**config.mk**
```make
export PLATFORM = sky130hd
export DESIGN_NAME = hms_display
export DESIGN_NICKNAME = d
export VERILOG_FILES = /design/src/rtl/hms_display.sv
export SDC_FILE = /design/constraint.sdc
export NUM_CORES = 1
export LEC_CHECK = 0
export BUFFER_PORTS_ARGS = -buffer_cell sky130_fd_sc_hd__buf_2
export CORE_ASPECT_RATIO = 0.5
export CORE_MARGIN = 1.5
export CORE_UTILIZATION = 30
export CTS_CLUSTER_SIZE = 40
export DETAILED_ROUTE_END_ITERATION = 8
export PLACE_DENSITY = 0.54
export REMOVE_ABC_BUFFERS = 1
export SLEW_MARGIN = 20
export SYNTH_ARGS = -nofsm -noshare
export SYNTH_HDL_FRONTEND = slang
export SYNTH_SLANG_ARGS = --single-unit
```
**constraint.sdc**
```tcl
create_clock -name clock -period 4.75 [get_ports clock]
set_input_delay 0.7125 -clock clock [delete_from_list [all_inputs] [get_ports clock]]
set_output_delay 0.7125 -clock clock [all_outputs]
set_load 0.005 [all_outputs]
```
**src/rtl/hms_display.sv**
```systemverilog
// Converts a captured binary HH:MM:SS to BCD with a shift-add-3 engine and
// drives a 4-digit multiplexed active-low 7-segment display plus a colon.
module hms_display #(
    parameter int SCAN_DIV = 500
) (
    input  logic        clock,
    input  logic        reset,
    input  logic [18:0] HMS_time,
    input  logic        half_sec_pulse,
    input  logic        mode,
    output logic [3:0]  an,
    output logic [6:0]  seg,
    output logic        colon,
    output logic        busy,
    output logic        digits_valid,
    output logic        range_err
);
    localparam logic [1:0] IDLE  = 2'd0;
    localparam logic [1:0] SHIFT = 2'd1;
    localparam logic [1:0] DONE  = 2'd2;

    localparam int PRE_W = (SCAN_DIV > 2) ? $clog2(SCAN_DIV) : 1;
    localparam logic [PRE_W-1:0] PRE_LAST = PRE_W'(SCAN_DIV - 1);
    localparam logic [3:0] BLANK = 4'hF;

    logic [1:0]       state_reg;
    logic [2:0]       cnt_reg;
    logic             mode_reg;
    logic             err_pend_reg;
    logic             range_err_reg;
    logic             digits_valid_reg;
    logic             phase_reg;
    logic [15:0]      disp_reg;
    logic [PRE_W-1:0] pre_reg;
    logic [1:0]       idx_reg;
    logic [1:0]       idx_next;
    logic [3:0]       an_reg;
    logic [6:0]       seg_reg;
    logic             capture;
    logic             err_next;
    logic             unused_bits;

    // Index 0 = seconds, 1 = minutes, 2 = hours (zero-extended to 6 bits).
    logic [5:0] field [3];
    logic [7:0] bcd   [3];

    assign field[0]    = HMS_time[5:0];
    assign field[1]    = HMS_time[11:6];
    assign field[2]    = {1'b0, HMS_time[16:12]};
    assign unused_bits = ^HMS_time[18:17];

    assign capture  = (state_reg == IDLE) && half_sec_pulse;
    assign err_next = (HMS_time[16:12] > 5'd23) || (HMS_time[11:6] > 6'd59) ||
                      (HMS_time[5:0] > 6'd59);

    function automatic logic [7:0] add3(input logic [7:0] b);
        logic [7:0] r;
        r = b;
        if (b[3:0] >= 4'd5) r[3:0] = b[3:0] + 4'd3;
        if (b[7:4] >= 4'd5) r[7:4] = b[7:4] + 4'd3;
        return r;
    endfunction

    function automatic logic [6:0] decode(input logic [3:0] d);
        logic [6:0] s;
        case (d)
            4'd0:    s = 7'h40;
            4'd1:    s = 7'h79;
            4'd2:    s = 7'h24;
            4'd3:    s = 7'h30;
            4'd4:    s = 7'h19;
            4'd5:    s = 7'h12;
            4'd6:    s = 7'h02;
            4'd7:    s = 7'h78;
            4'd8:    s = 7'h00;
            4'd9:    s = 7'h10;
            default: s = 7'h7F;
        endcase
        return s;
    endfunction

    genvar gi;
    generate
        for (gi = 0; gi < 3; gi++) begin : g_dabble
            logic [5:0] sh_reg;
            logic [7:0] bcd_reg;
            logic [7:0] adj;

            assign adj     = add3(bcd_reg);
            assign bcd[gi] = bcd_reg;

            always_ff @(posedge clock) begin
                if (reset) begin
                    sh_reg  <= '0;
                    bcd_reg <= '0;
                end else if (capture) begin
                    sh_reg  <= field[gi];
                    bcd_reg <= '0;
                end else if (state_reg == SHIFT) begin
                    bcd_reg <= {adj[6:0], sh_reg[5]};
                    sh_reg  <= {sh_reg[4:0], 1'b0};
                end
            end
        end
    endgenerate

    always_ff @(posedge clock) begin
        if (reset) begin
            state_reg        <= IDLE;
            cnt_reg          <= '0;
            mode_reg         <= 1'b0;
            err_pend_reg     <= 1'b0;
            range_err_reg    <= 1'b0;
            digits_valid_reg <= 1'b0;
            disp_reg         <= {4{BLANK}};
        end else begin
            digits_valid_reg <= 1'b0;
            case (state_reg)
                IDLE: begin
                    if (half_sec_pulse) begin
                        state_reg    <= SHIFT;
                        cnt_reg      <= '0;
                        mode_reg     <= mode;
                        err_pend_reg <= err_next;
                    end
                end
                SHIFT: begin
                    cnt_reg <= cnt_reg + 3'd1;
                    if (cnt_reg == 3'd5) state_reg <= DONE;
                end
                DONE: begin
                    state_reg        <= IDLE;
                    range_err_reg    <= err_pend_reg;
                    digits_valid_reg <= 1'b1;
                    if (mode_reg)
                        disp_reg <= {bcd[1], bcd[0]};
                    else
                        disp_reg <= {(bcd[2][7:4] == 4'd0) ? BLANK : bcd[2][7:4],
                                     bcd[2][3:0], bcd[1]};
                end
                default: state_reg <= IDLE;
            endcase
        end
    end

    // Both an and seg follow the next index so they change on the same edge.
    assign idx_next = (pre_reg == PRE_LAST) ? idx_reg + 2'd1 : idx_reg;

    always_ff @(posedge clock) begin
        if (reset) begin
            pre_reg   <= '0;
            idx_reg   <= '0;
            an_reg    <= 4'b1110;
            seg_reg   <= 7'h7F;
            phase_reg <= 1'b0;
        end else begin
            pre_reg   <= (pre_reg == PRE_LAST) ? '0 : pre_reg + 1'b1;
            idx_reg   <= idx_next;
            an_reg    <= ~(4'b0001 << idx_next);
            seg_reg   <= decode(disp_reg[idx_next*4 +: 4]);
            if (half_sec_pulse) phase_reg <= ~phase_reg;
        end
    end

    assign an           = an_reg;
    assign seg          = seg_reg;
    assign colon        = phase_reg;
    assign busy         = (state_reg != IDLE);
    assign digits_valid = digits_valid_reg;
    assign range_err    = range_err_reg;
endmodule

```
==> flow_summary.json <==
{
  "dominantRegCellSynth": "dfxtp_1",
  "synth_top_area_share_pct": 43.6,
  "yosysWarnings": 0,
  "clock_path_buffers": 2,
  "postRouteAntennaNets": 0,
  "io_pins": 38,
  "portBuffers": 35,
  "grt_pass1_wl_um": 14600,
  "slew_violations": 0,
  "layout_common_cells": "dfxtp_1, nand2_1, a21oi_1, buf_2, nor2_1",
  "grt_pass1_vias": 2941,
  "crit_arrival_ns": 2.71,
  "drc": 0,
  "layout_setup_ws_ns": 2.24,
  "cts_tree": "yes",
  "fin_worst_skew_ns": 0.00430,
  "place_congestion": 0.731,
  "grt_overflow_total": 0,
  "fp.dieH_um": 86.0,
  "critPathMaxStageDelay_ns": 0.62,
  "pre_cts_ws_ns": 2.24,
  "grt_max_degree": 40,
  "holdWs_ns": 0.450,
  "finalSetupTns_ns": 0,
  "layout_commonest_cell": "dfxtp_1",
  "die_area_um2": 14500,
  "ys_ff_latch": 90,
  "path_class": "register to register",
  "antenna_found_initial": 0,
  "cp-end-kind": "register",
  "finalCritPeriodShare_pct": 52.8,
  "cts.htree.levels": 3,
  "powerDensity_nw_per_um2": 340,
  "fin_util_pct": 35.3,
  "dpl.hpwl_um": 5660,
  "cpMostUsedCell": "ha_1",
  "wl_per_cell_um": 12.5,
  "hold_path_depth": 2,
  "syn_inst": 490,
  "critical_path_required_ns": 4.96,
  "synth.distinct_cells": 41,
  "largest_register_ff_count": 24,
  "path_cells": "ha_1 > nand4bb_4 > o32ai_2 > a221oi_4 > ha_1 > inv_1 > o21ai_0 > o311ai_2",
  "cpMaxStageDelayCell": "o32ai_2",
  "status": "finished clean",
  "crit_path_start_kind": "register",
  "clk_latency_ns": 0.34,
  "cts_resized": 0,
  "finalPower_mw": 1.62,
  "ys_top_cells_by_area": "dfxtp_1, nand2_1, a21oi_1",
  "cts_num_sinks": 90,
  "cts_made_buffers": 9,
  "finalHoldViolCount": 0,
  "drtPass1Iterations": 4,
  "async_flop_share_pct": 0,
  "core_area_um2": 13500,
  "synth_largest_area_cell": "dfxtp_1",
  "fin_crit_ns": 2.51,
  "via_count": 3302,
  "drt-total-wl_um": 8660,
  "final_net_count": 553,
  "worst_slew_pin_slew_ns": 1.01,
  "avgSynthCellArea_um2": 8.44,
  "stdcell_area_um2": 4770,
  "ff2ff_path_depth": 8,
  "setup_viol": 0,
  "leakage_nw": 1.78,
  "via_per_inst": 4.76,
  "initial_utilization_pct": 30.6,
  "drive_gt1_share_pct": 12.4,
  "max_cap_violations": 0,
  "rsz0062_at_grt": "no",
  "rows": 30,
  "drtIter0Drc": 119,
  "synth_edf_count": 0,
  "syn_to_final_growth_pct": 15.4,
  "dpl-instance-area_um2": 4460,
  "crit_fanout": 8,
  "relSlewSlack_pct": 32.7,
  "cts_hold_buf": 0,
  "grtUsageTotal_pct": 12.8,
  "layoutNonFillerInstCount": 693,
  "die_w_um": 169,
  "diodes": 0,
  "cts_root_buf": "clkbuf_16",
  "yosysSeqAreaShare_pct": 43.6,
  "clkTransAtPathRegs_ns": 0.06,
  "synth_area_um2": 4130,
  "max_freq_ghz": 0.399,
  "dp_cells": 679,
  "cts_setup_buffers": 0,
  "vdd_drop_max_uv": 169,
  "hold_class": "register to register"
}
==> layer usage <==
metal | wire length, µm | GRT usage (%) | up-vias
met3 | 390 | 4.20 | 9
met2 | 3420 | 18.1 | 49
met4 | 84 | 4.59 | 0
met1 | 4760 | 18.0 | 1516
met5 | 0 | 0 | -
li1 | - | - | 1728
==> Yosys cell counts (all sizes together), types with 3 or more instances <==
master	n
dfxtp	90
o21ai	24
xnor2	12
nand4	5
nand2b	10
nor2	33
clkbuf	24
nand2	86
a221oi	4
a21oi	65
xor2	8
or3	3
a22oi	15
o211ai	15
nand3	14
ha	16
mux2i	17
nor3	6
inv	24
==> where the power goes <==
| group | total [mW] | internal, mW | switching [mW] | leakage (nW) |
|---|---|---|---|---|
| sequential | 0.785 | 0.771 | 0.0136 | 0.730 |
| clock | 0.748 | 0.469 | 0.280 | 0.151 |
| combinational | 0.0905 | 0.0313 | 0.0592 | 0.902 |
==> logic make-up (layout without fill, tap and decap cells) <==
logic type	after synthesis	count (layout)	share of synthesized area, %
adders and majority gates	16	16	4.84
buffers and inverters	50	77	4.57
muxes	17	17	4.12
DFF	90	90	43.6
AOI/OAI and AO/OA	132	132	20.2
and+or+nand+nor	165	165	18.4
xor gates and xnor gates	20	20	4.24
==> worst paths after layout <==
kind,start,end,slack [ns]
setup / recovery,pre_reg[0]$_SDFF_PP0_,seg[3]$_SDFF_PP1_,2.24
hold / removal,g_dabble[2].sh_reg[4]$_SDFFE_PP0P_,g_dabble[2].sh_reg[5]$_SDFFE_PP0P_,0.45
setup reg to reg,pre_reg[0]$_SDFF_PP0_,seg[3]$_SDFF_PP1_,2.24
hold reg to reg,g_dabble[2].sh_reg[4]$_SDFFE_PP0P_,g_dabble[2].sh_reg[5]$_SDFFE_PP0P_,0.45
==> cell type report <==
type / count / area (µm²)
clock inverter: 3 / 65.1
fill: 1429 / 8740
inverter: 24 / 90.1
timing repair buffer: 39 / 205
clock buffer: 11 / 243
tap: 176 / 220
multi-input combinational: 350 / 2150
sequential: 90 / 1800
==> critical path: cells and delay by family (launching register included) <==
family	cells	cell delay, ns
AOI/OAI and AO/OA	4	1.16
adders and majority gates	2	0.62
DFF	1	0.37
and+or+nand+nor	1	0.18
buffers and inverters	1	0.04
No activity file was read; power rests on OpenSTA's default activity.
